==> config.mk <==
export PLATFORM = sky130hd
export DESIGN_NAME = pulse_stretcher
export DESIGN_NICKNAME = d
export VERILOG_FILES = /design/src/rtl/pulse_stretcher.sv
export SDC_FILE = /design/constraint.sdc
export NUM_CORES = 1
export LEC_CHECK = 0
export BUFFER_PORTS_ARGS = -buffer_cell sky130_fd_sc_hd__buf_2
export CORE_UTILIZATION = 50
export CTS_BUF_LIST = sky130_fd_sc_hd__clkbuf_4 sky130_fd_sc_hd__clkbuf_8 sky130_fd_sc_hd__clkbuf_16
export DETAILED_ROUTE_END_ITERATION = 10
export PLACE_DENSITY = 0.67
export REMOVE_ABC_BUFFERS = 1
export SYNTH_ARGS = -nofsm -noshare
export SYNTH_HDL_FRONTEND = slang
export SYNTH_SLANG_ARGS = --single-unit
==> constraint.sdc <==
create_clock -name clk -period 2.3 [get_ports clk]
set_input_delay 0.345 -clock clk [delete_from_list [all_inputs] [get_ports clk]]
set_output_delay 0.345 -clock clk [all_outputs]
set_load 0.01 [all_outputs]
==> src/rtl/pulse_stretcher.sv <==
// -----------------------------------------------------------------------------
// pulse_stretcher
//
// Turns single-cycle event strobes into long, human-visible high levels. Each
// accepted event gives one HIGH_CYCLES-long burst followed by at least
// GAP_CYCLES of low time. Events that arrive during a burst or gap are counted
// in a saturating pending counter and replayed back-to-back.
//
// Ports
//   clk        : rising-edge clock
//   rst_n      : asynchronous active-low reset
//   pulse_in   : event strobe, every high cycle is one event
//   level_out  : stretched output (high while in HIGH), registered
//   busy       : high whenever not IDLE, registered
//   pending    : queued bursts not yet started
//   overflow   : one-cycle strobe, an event was dropped on the previous cycle
//
// Handshake: there is no back-pressure. pulse_in is sampled on every rising
// edge; an event that finds the pending counter full is dropped and reported
// on overflow one cycle later.
//
// The FSM state is held in state_q (type state_t) for hierarchical probing.
// -----------------------------------------------------------------------------
module pulse_stretcher #(
  parameter int COUNT_BITS  = 16,
  parameter int HIGH_CYCLES = 50000,
  parameter int GAP_CYCLES  = 50000,
  parameter int QUEUE_BITS  = 2
) (
  input  logic                  clk,
  input  logic                  rst_n,
  input  logic                  pulse_in,
  output logic                  level_out,
  output logic                  busy,
  output logic [QUEUE_BITS-1:0] pending,
  output logic                  overflow
);

  typedef enum logic [1:0] {
    IDLE = 2'd0,
    HIGH = 2'd1,
    GAP  = 2'd2
  } state_t;

  // Counters hold "cycles remaining minus one", so a duration of 2^COUNT_BITS
  // still fits in COUNT_BITS bits.
  localparam logic [COUNT_BITS-1:0] HIGH_LOAD = COUNT_BITS'(HIGH_CYCLES - 1);
  localparam logic [COUNT_BITS-1:0] GAP_LOAD  = COUNT_BITS'(GAP_CYCLES - 1);
  localparam logic [QUEUE_BITS-1:0] PEND_MAX  = '1;

  state_t                  state_q, state_d;
  logic [COUNT_BITS-1:0]   cnt_q, cnt_d;
  logic [QUEUE_BITS-1:0]   pend_q, pend_d;
  logic                    enq;
  logic                    drop;
  logic                    level_q, level_d;
  logic                    busy_q, busy_d;
  logic                    ovf_q;

  // State register and all registered outputs.
  always_ff @(posedge clk or negedge rst_n) begin
    if (!rst_n) begin
      state_q <= IDLE;
      cnt_q   <= '0;
      pend_q  <= '0;
      level_q <= 1'b0;
      busy_q  <= 1'b0;
      ovf_q   <= 1'b0;
    end else begin
      state_q <= state_d;
      cnt_q   <= cnt_d;
      pend_q  <= pend_d;
      level_q <= level_d;
      busy_q  <= busy_d;
      ovf_q   <= drop;
    end
  end

  // Next-state, counter and pending-queue logic.
  always_comb begin
    state_d = state_q;
    cnt_d   = cnt_q;
    pend_d  = pend_q;
    enq     = 1'b0;
    drop    = 1'b0;

    case (state_q)
      IDLE: begin
        // Event consumed directly; the queue is never touched from IDLE.
        if (pulse_in) begin
          state_d = HIGH;
          cnt_d   = HIGH_LOAD;
        end
      end

      HIGH: begin
        enq = pulse_in;
        if (cnt_q == '0) begin
          state_d = GAP;
          cnt_d   = GAP_LOAD;
        end else begin
          cnt_d = cnt_q - COUNT_BITS'(1);
        end
      end

      GAP: begin
        if (cnt_q != '0) begin
          cnt_d = cnt_q - COUNT_BITS'(1);
          enq   = pulse_in;
        end else if ((pend_q != '0) || pulse_in) begin
          // Last gap cycle: start the next burst with no idle cycle. A pulse
          // arriving now either is consumed directly (queue empty) or
          // replaces the queued event being consumed (queue unchanged).
          state_d = HIGH;
          cnt_d   = HIGH_LOAD;
          if ((pend_q != '0) && !pulse_in) begin
            pend_d = pend_q - QUEUE_BITS'(1);
          end
        end else begin
          state_d = IDLE;
        end
      end

      default: begin
        state_d = IDLE;
        cnt_d   = '0;
        pend_d  = '0;
      end
    endcase

    // Saturating enqueue: a full queue holds its value and drops the event.
    if (enq) begin
      if (pend_q == PEND_MAX) begin
        drop = 1'b1;
      end else begin
        pend_d = pend_q + QUEUE_BITS'(1);
      end
    end
  end

  // Output decode from the next state so the outputs come straight from flops.
  always_comb begin
    level_d = (state_d == HIGH);
    busy_d  = (state_d != IDLE);
  end

  assign level_out = level_q;
  assign busy      = busy_q;
  assign pending   = pend_q;
  assign overflow  = ovf_q;

endmodule

==> results.yml <==
cts:
  clk_pin_slew_ns: 0.13
  numCtsBuffers: 3
  cts-htree-levels: 1
  cts-resized-gates: 0
  cts_root_buf: "clkbuf_4"
  cts.sinks: 23
  cts_buffer_depth: 2
  insertion_delay_ns: 0.32
  cts_tree: "yes"
detailed_routing:
  route.detailed.drc: 0
  vias: 1346
  antenna_left: 0
  wirelength_um: 3440
  viasPerCell: 5.93
  wl_per_cell_um: 15.1
  first_pass_iters: 4
  drt_iter0_drc: 71
layout:
  syn_to_final_growth_pct: 7.80
  n_antenna_cell: 0
  layout.nets: 194
  drive_above_1_share: 0.224
  fill_cells: 266
  final_util: 0.566
  fin_area_mm2: 0.00171
synthesis:
  ys_types: 59
  yosys_warnings: 0
  syn_area_mm2: 0.00159
  synth_cells: 171
  async_flop_share: 1.00
  synth-edff-count: 0
  synth-seq-cells: 23
  synthTopCellsByArea: "dfrtp_1, ha_1, nor2_1"
  synth_top_area_share: 0.362
  synth-main-ff-cell: "dfrtp_1"
  yosysTopAreaCell: "dfrtp_1"
  postSynthAreaPerCell_um2: 9.29
  yosysSeqAreaShare: 0.362
worst_setup_path:
  crit_slowest_cell: "dfrtp_1"
  cp-start-kind: "register"
  crit_chain: "inv_1 -> ha_1 -> and2b_1 -> and4_4 -> a31o_2 -> nor2_1 -> a22o_1"
  crit_arrival_ns: 2.29
  slowest_delay_ns: 0.43
  crit_type: "register to register"
  path_max_fanout: 16
  required_ns: 2.52
  critPathCaptureType: "register"
sta:
  drv_slew: 0
  finalHoldViolations: 0
  fin_setup_tns_ns: 0
  fin_crit_sh: 0.901
  whs_ns: 0.326
  worst_slack_ns: 0.228
  worst_slew_margin_rel: 0.654
  finalSetupViolCount: 0
  worst-slew-pin-transition_ns: 0.519
  fmax_ghz: 0.483
  skew_ns: 0.00630
  layout_min_cycle_time_ns: 2.07
  rsz0062_at_grt: "false"
floorplanning:
  fp-row-count: 20
  core-area_mm2: 0.00303
  die_w_um: 58.4
  ios: 8
  initial_core_util: 0.525
  die_h_um: 58.4
  dieArea_mm2: 0.00341
global_route:
  grt_max_degree: 24
  grt_overflow_total: 0
  grt_pass1_wl_um: 5940
  grt_usage: 0.226
  grt_pass1_vias: 1297
  grt_antenna_before_repair: 0
placement:
  place_ws_ns: 0.262
  place_congestion: 0.885
  dp_hpwl_um: 2490
  place_area_mm2: 0.00168
  portBuffers: 7
power_and_ir_drop:
  powerDensity_mw_per_mm2: 1340
  power.leakage_nw: 0.719
  ir_drop_mv: 0.715
job:
  drv_cap: 0
worst_hold_path:
  hp-class: "input port to register"
status:
  outcome: "completed"
-- where the power goes --
group | internal, mW | switching (mW) | total, mW
combinational | 0.603 | 0.722 | 1.33
sequential | 0.574 | 0.200 | 0.774
clock | 0.0651 | 0.127 | 0.193
total | 1.24 | 1.05 | 2.29
-- metrics by stage --
step / cells / total power, mW
after floorplan: 164 / 1.73
after global placement: 222 / 2.06
after detailed placement: 222 / 2.10
after CTS: 227 / 2.30
after global routing: 227 / 2.50
final: 227 / 2.29
-- state kept, by name (all words and copies together) (netlist names) --
register and flops:
level_out 1, busy 1, overflow 1, pending 2, state_q 2, cnt_q 16
-- critical path, delay by kind of cell, from the launching register on --
family / cells / cell delay (ns)
fa+ha+maj: 1 / 0.18
simple gates: 3 / 0.71
compound gates: 2 / 0.60
buf+inv: 1 / 0.07
flops: 1 / 0.43
-- synth_stat cells, types with 2 or more instances --
| cell type | n |
|---|---|
| a21oi_1 | 10 |
| a21oi_2 | 2 |
| a22o_1 | 3 |
| a311oi_1 | 2 |
| a31oi_1 | 4 |
| a32o_1 | 3 |
| a41oi_1 | 2 |
| and2b_1 | 2 |
| dfrtp_1 | 23 |
| ha_1 | 7 |
| inv_1 | 10 |
| nand2_1 | 9 |
| nand3_1 | 2 |
| nand4_1 | 2 |
| nand4b_1 | 2 |
| nor2_1 | 20 |
| nor3_1 | 6 |
| nor3_2 | 2 |
| nor4_1 | 2 |
| o21ai_0 | 10 |
| o21ai_1 | 5 |
| o31ai_1 | 4 |
| or2_2 | 3 |
-- routing by layer --
| layer | up-vias | global-route usage | routed length (µm) | part of all wire |
|---|---|---|---|---|
| li1 | 666 | - | - | - |
| met1 | 642 | 0.336 | 1700 | 0.49 |
| met3 | 5 | 0.0198 | 113 | 0.033 |
| met2 | 33 | 0.355 | 1590 | 0.46 |
| met4 | 0 | 0.0646 | 36 | 0.010 |
| met5 | - | 0 | 0 | 0 |
-- area by class of cell --
type | instances | area (µm²) | area share
repair buffers | 15 | 97.6 | 0.0570
multi-input cells | 131 | 920 | 0.537
inverters | 10 | 37.5 | 0.0219
clock buffers | 3 | 22.5 | 0.0131
well taps | 44 | 55.1 | 0.0321
clock inverters | 1 | 5.00 | 0.00292
flip-flops and latches | 23 | 576 | 0.336
-- cells in the final DEF, fill, tap and decap left out, drive strengths merged, types with 2 or more instances in the layout --
cell type	count
a311oi	3
or3	2
ha	7
nand3	2
inv	10
buf	14
a22o	3
o31ai	4
and2	3
nand4b	2
clkbuf	3
nor4	3
o21ai	15
nor3	9
a211oi	2
dfrtp	23
nand2	9
nor3b	2
a31o	2
nand4	2
a41oi	2
a21oi	12
a32o	3
nor2	20
nand2b	2
or2	3
a31oi	5
and2b	2
-- cells by family after synthesis --
| logic type | after synthesis | share of synthesized area |
|---|---|---|
| DFF | 23 | 0.362 |
| buffers and inverters | 17 | 0.0590 |
| AOI/OAI and AO/OA | 59 | 0.282 |
| adders and majority gates | 7 | 0.0551 |
| and+or+nand+nor | 65 | 0.242 |
-- final timing paths --
kind / from / end / slack (ns) / cells past startpoint
min in group asynchronous: rst_n / cnt_q[14] / 0.51 / 2
max: cnt_q[0] / cnt_q[1] / 0.23 / 7
min: pulse_in / overflow / 0.33 / 3
min reg2reg: cnt_q[1] / cnt_q[1] / 0.56 / 1
max reg2reg: cnt_q[0] / cnt_q[1] / 0.23 / 7
max in group asynchronous: rst_n / pending[0] / 1.43 / 2
-- what timing repair did --
action | 4_1_cts | 5_1_grt
hold buffers | 1 | 0
setup buffers | 0 | 0
hold endpoints to repair | 23 | 0
(Power assumes the default switching activity.)
